<file path="config.mk">
export PLATFORM = sky130hd
export DESIGN_NAME = pwm_softstart
export DESIGN_NICKNAME = d
export VERILOG_FILES = /design/src/rtl/pwm_softstart.sv
export SDC_FILE = /design/constraint.sdc
export NUM_CORES = 1
export LEC_CHECK = 0
export CORE_UTILIZATION = 23
export DETAILED_ROUTE_END_ITERATION = 10
export HOLD_SLACK_MARGIN = 0.06
export MAX_ROUTING_LAYER = met4
export PLACE_DENSITY_LB_ADDON = 0.1
export SLEW_MARGIN = 20
export SYNTH_ARGS = -nofsm -noshare
export SYNTH_HDL_FRONTEND = slang
export SYNTH_SLANG_ARGS = --single-unit
</file>
<file path="constraint.sdc">
create_clock -name clock -period 5.31 [get_ports clock]
set_input_delay 1.062 -clock clock [delete_from_list [all_inputs] [get_ports clock]]
set_output_delay 1.062 -clock clock [all_outputs]
set_load 0.01 [all_outputs]
</file>
<file path="src/rtl/pwm_softstart.sv">
// Soft-start supervisor for a downstream PWM: ramps duty toward a target one step per PWM period,
// holds it, retunes on request and ramps to zero on stop.
module pwm_softstart #(
  parameter int W = 8
) (
  input  logic         clock,
  input  logic         reset,
  input  logic         cfg_valid,
  output logic         cfg_ready,
  input  logic [W-1:0] cfg_T,
  input  logic [W-1:0] cfg_target,
  input  logic [W-1:0] cfg_step,
  input  logic         stop,
  input  logic [W-1:0] pwm_cont,
  output logic         pwm_inc,
  output logic [W-1:0] pwm_T,
  output logic [W-1:0] pwm_duty,
  output logic [1:0]   state,
  output logic         done
);

  typedef enum logic [1:0] {
    IDLE      = 2'd0,
    RAMP_UP   = 2'd1,
    HOLD      = 2'd2,
    RAMP_DOWN = 2'd3
  } state_t;

  state_t       cur, nxt;
  logic [W-1:0] target, step, pend_T, pend_target, pend_step;
  logic         pend_valid;

  logic         inc_n, done_n, pend_valid_n;
  logic [W-1:0] T_n, duty_n, target_n, step_n, pend_T_n, pend_target_n, pend_step_n;

  logic         boundary, accept;
  logic [W-1:0] cfg_clamped, eff_target, up_duty, dn_diff, dn_duty, hold_duty;
  logic [W:0]   up_sum;

  assign boundary    = pwm_inc && (pwm_cont == pwm_T);
  assign cfg_ready   = ((cur == IDLE) || (cur == HOLD)) && !stop && reset;
  assign accept      = cfg_valid && cfg_ready;
  assign cfg_clamped = (cfg_target > cfg_T) ? cfg_T : cfg_target;
  assign state       = cur;

  // A stop seen during a ramp-down boundary steers that same boundary toward zero.
  assign eff_target  = stop ? '0 : target;

  // Ramp arithmetic: the sum gets a carry bit and the difference saturates, so neither can wrap.
  assign up_sum    = {1'b0, pwm_duty} + {1'b0, step};
  assign up_duty   = (step == '0) ? target :
                     (up_sum > {1'b0, target}) ? target : up_sum[W-1:0];
  assign dn_diff   = (pwm_duty > step) ? (pwm_duty - step) : '0;
  assign dn_duty   = (step == '0) ? eff_target :
                     (dn_diff < eff_target) ? eff_target : dn_diff;
  assign hold_duty = (pwm_duty > pend_T) ? pend_T : pwm_duty;

  always_ff @(posedge clock) begin
    if (!reset) begin
      cur         <= IDLE;
      pwm_inc     <= 1'b0;
      pwm_T       <= '0;
      pwm_duty    <= '0;
      done        <= 1'b0;
      target      <= '0;
      step        <= '0;
      pend_valid  <= 1'b0;
      pend_T      <= '0;
      pend_target <= '0;
      pend_step   <= '0;
    end else begin
      cur         <= nxt;
      pwm_inc     <= inc_n;
      pwm_T       <= T_n;
      pwm_duty    <= duty_n;
      done        <= done_n;
      target      <= target_n;
      step        <= step_n;
      pend_valid  <= pend_valid_n;
      pend_T      <= pend_T_n;
      pend_target <= pend_target_n;
      pend_step   <= pend_step_n;
    end
  end

  always_comb begin
    nxt           = cur;
    inc_n         = pwm_inc;
    T_n           = pwm_T;
    duty_n        = pwm_duty;
    done_n        = 1'b0;
    target_n      = target;
    step_n        = step;
    pend_valid_n  = pend_valid;
    pend_T_n      = pend_T;
    pend_target_n = pend_target;
    pend_step_n   = pend_step;

    case (cur)
      IDLE: begin
        if (accept) begin
          T_n          = cfg_T;
          duty_n       = '0;
          inc_n        = 1'b1;
          target_n     = cfg_clamped;
          step_n       = cfg_step;
          pend_valid_n = 1'b0;
          nxt          = RAMP_UP;
        end
      end
      RAMP_UP: begin
        if (stop) begin
          target_n     = '0;
          pend_valid_n = 1'b0;
          nxt          = RAMP_DOWN;
        end else if (boundary) begin
          duty_n = up_duty;
          if (up_duty == target) begin
            nxt    = HOLD;
            done_n = 1'b1;
          end
        end
      end
      HOLD: begin
        if (stop) begin
          target_n     = '0;
          pend_valid_n = 1'b0;
          nxt          = RAMP_DOWN;
        end else if (boundary && pend_valid) begin
          T_n          = pend_T;
          duty_n       = hold_duty;
          target_n     = pend_target;
          step_n       = pend_step;
          pend_valid_n = 1'b0;
          if (pend_target > hold_duty) begin
            nxt = RAMP_UP;
          end else if (pend_target < hold_duty) begin
            nxt = RAMP_DOWN;
          end else begin
            done_n = 1'b1;
          end
        end
      end
      RAMP_DOWN: begin
        if (stop) begin
          target_n     = '0;
          pend_valid_n = 1'b0;
        end
        if (boundary) begin
          duty_n = dn_duty;
          if (dn_duty == eff_target) begin
            if (eff_target != '0) begin
              nxt    = HOLD;
              done_n = 1'b1;
            end else begin
              nxt          = IDLE;
              inc_n        = 1'b0;
              pend_valid_n = 1'b0;
            end
          end
        end
      end
      default: nxt = IDLE;
    endcase

    // A retune accepted while holding waits for a period boundary in HOLD.
    if (accept && (cur == HOLD)) begin
      pend_valid_n  = 1'b1;
      pend_T_n      = cfg_T;
      pend_target_n = cfg_clamped;
      pend_step_n   = cfg_step;
    end
  end

endmodule

</file>
==> flow_metrics.tcl <==
set metrics [dict create \
    slowest_delay_ns 0.70 \
    netlist_area_um2 5583 \
    crit_slowest_cell "a211oi_1" \
    synth_top_cell_area_share 0.2187 \
    max-vdd-ir-drop_v 0.0001137 \
    final_layout_size_suffix_gt1_frac 0.06202 \
    critPathKind "reg -> reg" \
    synthFlopType "dfxtp_1" \
    synth_top_cell_by_area "dfxtp_1" \
    arrival_ns 4.98 \
    totalPowerFinal_mw 1.733 \
    register_area_um2 1221 \
    io_buffers 56 \
    finalCritPeriodShare 0.8898 \
    start_util 0.2364 \
    io_pins 57 \
    critPathLaunchType "flop" \
    fmax_mhz 211.6 \
    final_cells 1093 \
    drc_errors 0 \
    hold_class "reg -> reg" \
    fin_crit_ns 4.725 \
    nFillCells 2590 \
    gp_congestion 0.9138 \
    dr.first_iter.drc_count 314 \
    first_pass_iters 5 \
    setup_viol 0 \
    clockBufferDepth 2 \
    synth.avg_cell_area_um2 7.658 \
    die_y_um 157.8 \
    muxShareOfSynthArea 0.07822 \
    synth.top_cells.by_area "dfxtp_1 22%, ha_1 12%, mux2i_1 6.8%, nand2_1 4.6%, a21oi_1 4.6%" \
    cts_tree "built" \
    synth-seq-cells 61 \
    clk_pin_slew_ns 0.06 \
    worst-path-max-fanout 9 \
    path_common_cell "a211oi_1" \
    synth_top_family_by_area "compound AO/OA/AOI/OAI gates" \
    cp-end-kind "flop" \
    cts_setup_buffers 0 \
    rows 56 \
    synthArstFlopShare 0 \
    cp.required_ns 5.57 \
    grt_pass1_wl_um 33560 \
    leakage_nw 2.785 \
    synth_edf_count 0 \
    synth_compound_area_frac 0.2669 \
    synthSimpleGateAreaFrac 0.1986 \
    post-dp-hpwl_um 17670 \
    area_delta_synth_final_pct 20.95 \
    drt-wirelength-per-cell_um 20.27 \
    seq_area_frac_synth 0.2187 \
    rrSetupSlack_ns 0.59 \
    place_inst 1077 \
    wirelength_um 22150 \
    cts_hold_buffers 0 \
    cts_made_buffers 9 \
    grt_util_all_layers 0.1882 \
    yosys_warnings 0 \
    via_per_inst 5.130 \
    worst-slew-pin-transition_ns 1.006 \
    worstSkewPairLatency_ns 0.34 \
    slew_headroom 0.3245 \
    cp_top_family "compound AO/OA/AOI/OAI gates" \
    cp_cell_sequence "inv_1 -> fa_1 -> or2_1 -> a211o_1 -> a211oi_1 -> ha_1 -> a21oi_1 -> nor2b_1 -> a2111oi_0 -> o211a_1 -> o31ai_4 -> a31o_1 -> a22o_1 -> a211oi_1" \
    cts_sinks 61 \
    vias 5607 \
    drv_cap 0 \
    synth_cells 729 \
    antenna_found_initial 0 \
    final_nets 862 \
    ant_nets 0 \
    cts_resized 0 \
    ctsHtreeMaxLevel 3 \
    status "completed" \
    synth_cell_types 71 \
    post-route-util 0.2860 \
    die-area_um2 24900 \
    coreArea_um2 23610 \
    slew_viol_final 0 \
    die_w_um 157.8 \
    gr-total-overflow 0 \
    fin_worst_skew_ns 0.009556 \
    synth_xor_xnor_area_share 0.03765 \
    rsz0062_at_grt "no" \
    multiInputGateArea_um2 3985 \
    setup-tns-final_ns 0 \
    syn_nets 822 \
    path_buf_inv 1 \
    n_antenna_cell 0 \
    first_global_vias 5432 \
    yosys.area_share.adder 0.1304 \
    final_hold_viol_count 0 \
    cts_root_buf "clkbuf_16" \
    power_density_nw_per_um2 256.6 \
    grt_max_degree 54 \
]
[path summary, 6_finish.rpt]
kind / start / to / depth (start not counted)
min reg2reg: pend_step[0] / pend_step[0] / 2
min: pend_step[0] / pend_step[0] / 2
max: pwm_duty[1] / state[0] / 14
max reg2reg: pwm_duty[1] / state[0] / 14
[state kept, by name, indices dropped and copies added, names as in the netlist]
register	count
pend_T	8
pend_step	8
pend_target	8
pwm_T	8
pwm_duty	8
step	8
target	8
state	2
done	1
pend_valid	1
pwm_inc	1
[placed cells by master (no fill, tap or decap), drive strengths merged, types with 10 or more instances in the layout]
cell type / instances
a21oi: 52
mux2i: 38
nand3: 19
o21ai: 40
nor4: 12
o211ai: 11
a211oi: 20
clkdlybuf4s50: 56
buf: 13
a31oi: 12
ha: 55
dfxtp: 61
a21o: 24
nand2: 69
inv: 58
nor3: 21
xnor2: 21
nand4: 10
nor2: 57
[cells in the mapped netlist (all sizes together) (6+ instances only)]
library cell / n
nand2b: 8
ha: 55
xnor2: 21
clkbuf: 32
a21o: 24
nand3: 19
nor2b: 7
inv: 58
nor4: 12
mux2i: 38
o21ai: 40
nor3: 21
nand4: 10
nor2: 57
o31ai: 6
a211oi: 20
nand2: 69
dfxtp: 61
a21oi: 52
and3: 8
o211ai: 11
buf: 8
a31oi: 12
[metal layers]
metal / GRT usage / share of wire / vias to the layer above
met5: - / 0 / -
met4: 0.05918 / 0.024 / 0
met3: 0.02026 / 0.043 / 32
met1: 0.2482 / 0.47 / 2664
li1: - / - / 2731
met2: 0.2996 / 0.46 / 180
[kinds of logic (layout without fill, tap and decap cells)]
family / Yosys count / in the layout
and+or+nand+nor: 227 / 227
AOI/OAI and AO/OA: 218 / 218
buffers and inverters: 99 / 144
DFF: 61 / 61
adders and majority gates: 57 / 57
muxes: 43 / 43
xor gates and xnor gates: 24 / 24
[stage by stage]
stage | worst slack, ns | hold WS (ns) | instance area [µm²]
2_1_floorplan | 1.415 | 0.4357 | 5583
3_3_place_gp | 0.5492 | 0.4417 | 6485
3_5_place_dp | 0.5892 | 0.4464 | 6485
4_1_cts | 0.5514 | 0.4541 | 6753
5_1_grt | 0.2257 | 0.4798 | 6753
6_report | 0.5851 | 0.4535 | 6753
[cell type report]
class                           count  share of cell area
Inverter                           59             0.03280
Multi-Input combinational cell    569              0.5901
Sequential cell                    61              0.1808
Tap cell                          319             0.05911
Timing Repair Buffer               69             0.09746
Clock inverter                      7            0.006300
Clock buffer                        9             0.03335
[report_power, final]
part           total (mW)  switching [mW]  internal, mW  leakage [nW]
registers           0.514          0.0326         0.481         0.495
clock network       0.546           0.234         0.312         0.127
logic               0.673           0.402         0.271          2.16
[worst reg2reg max path, delay by kind of cell, from the launching register on]
| family | cells | cell delay [ns] |
|---|---|---|
| compound gates | 9 | 2.70 |
| fa+ha+maj | 2 | 0.88 |
| flops | 1 | 0.52 |
| simple gates | 2 | 0.39 |
| buf+inv | 1 | 0.16 |
Note: power is estimated with default switching activity, not from simulation.
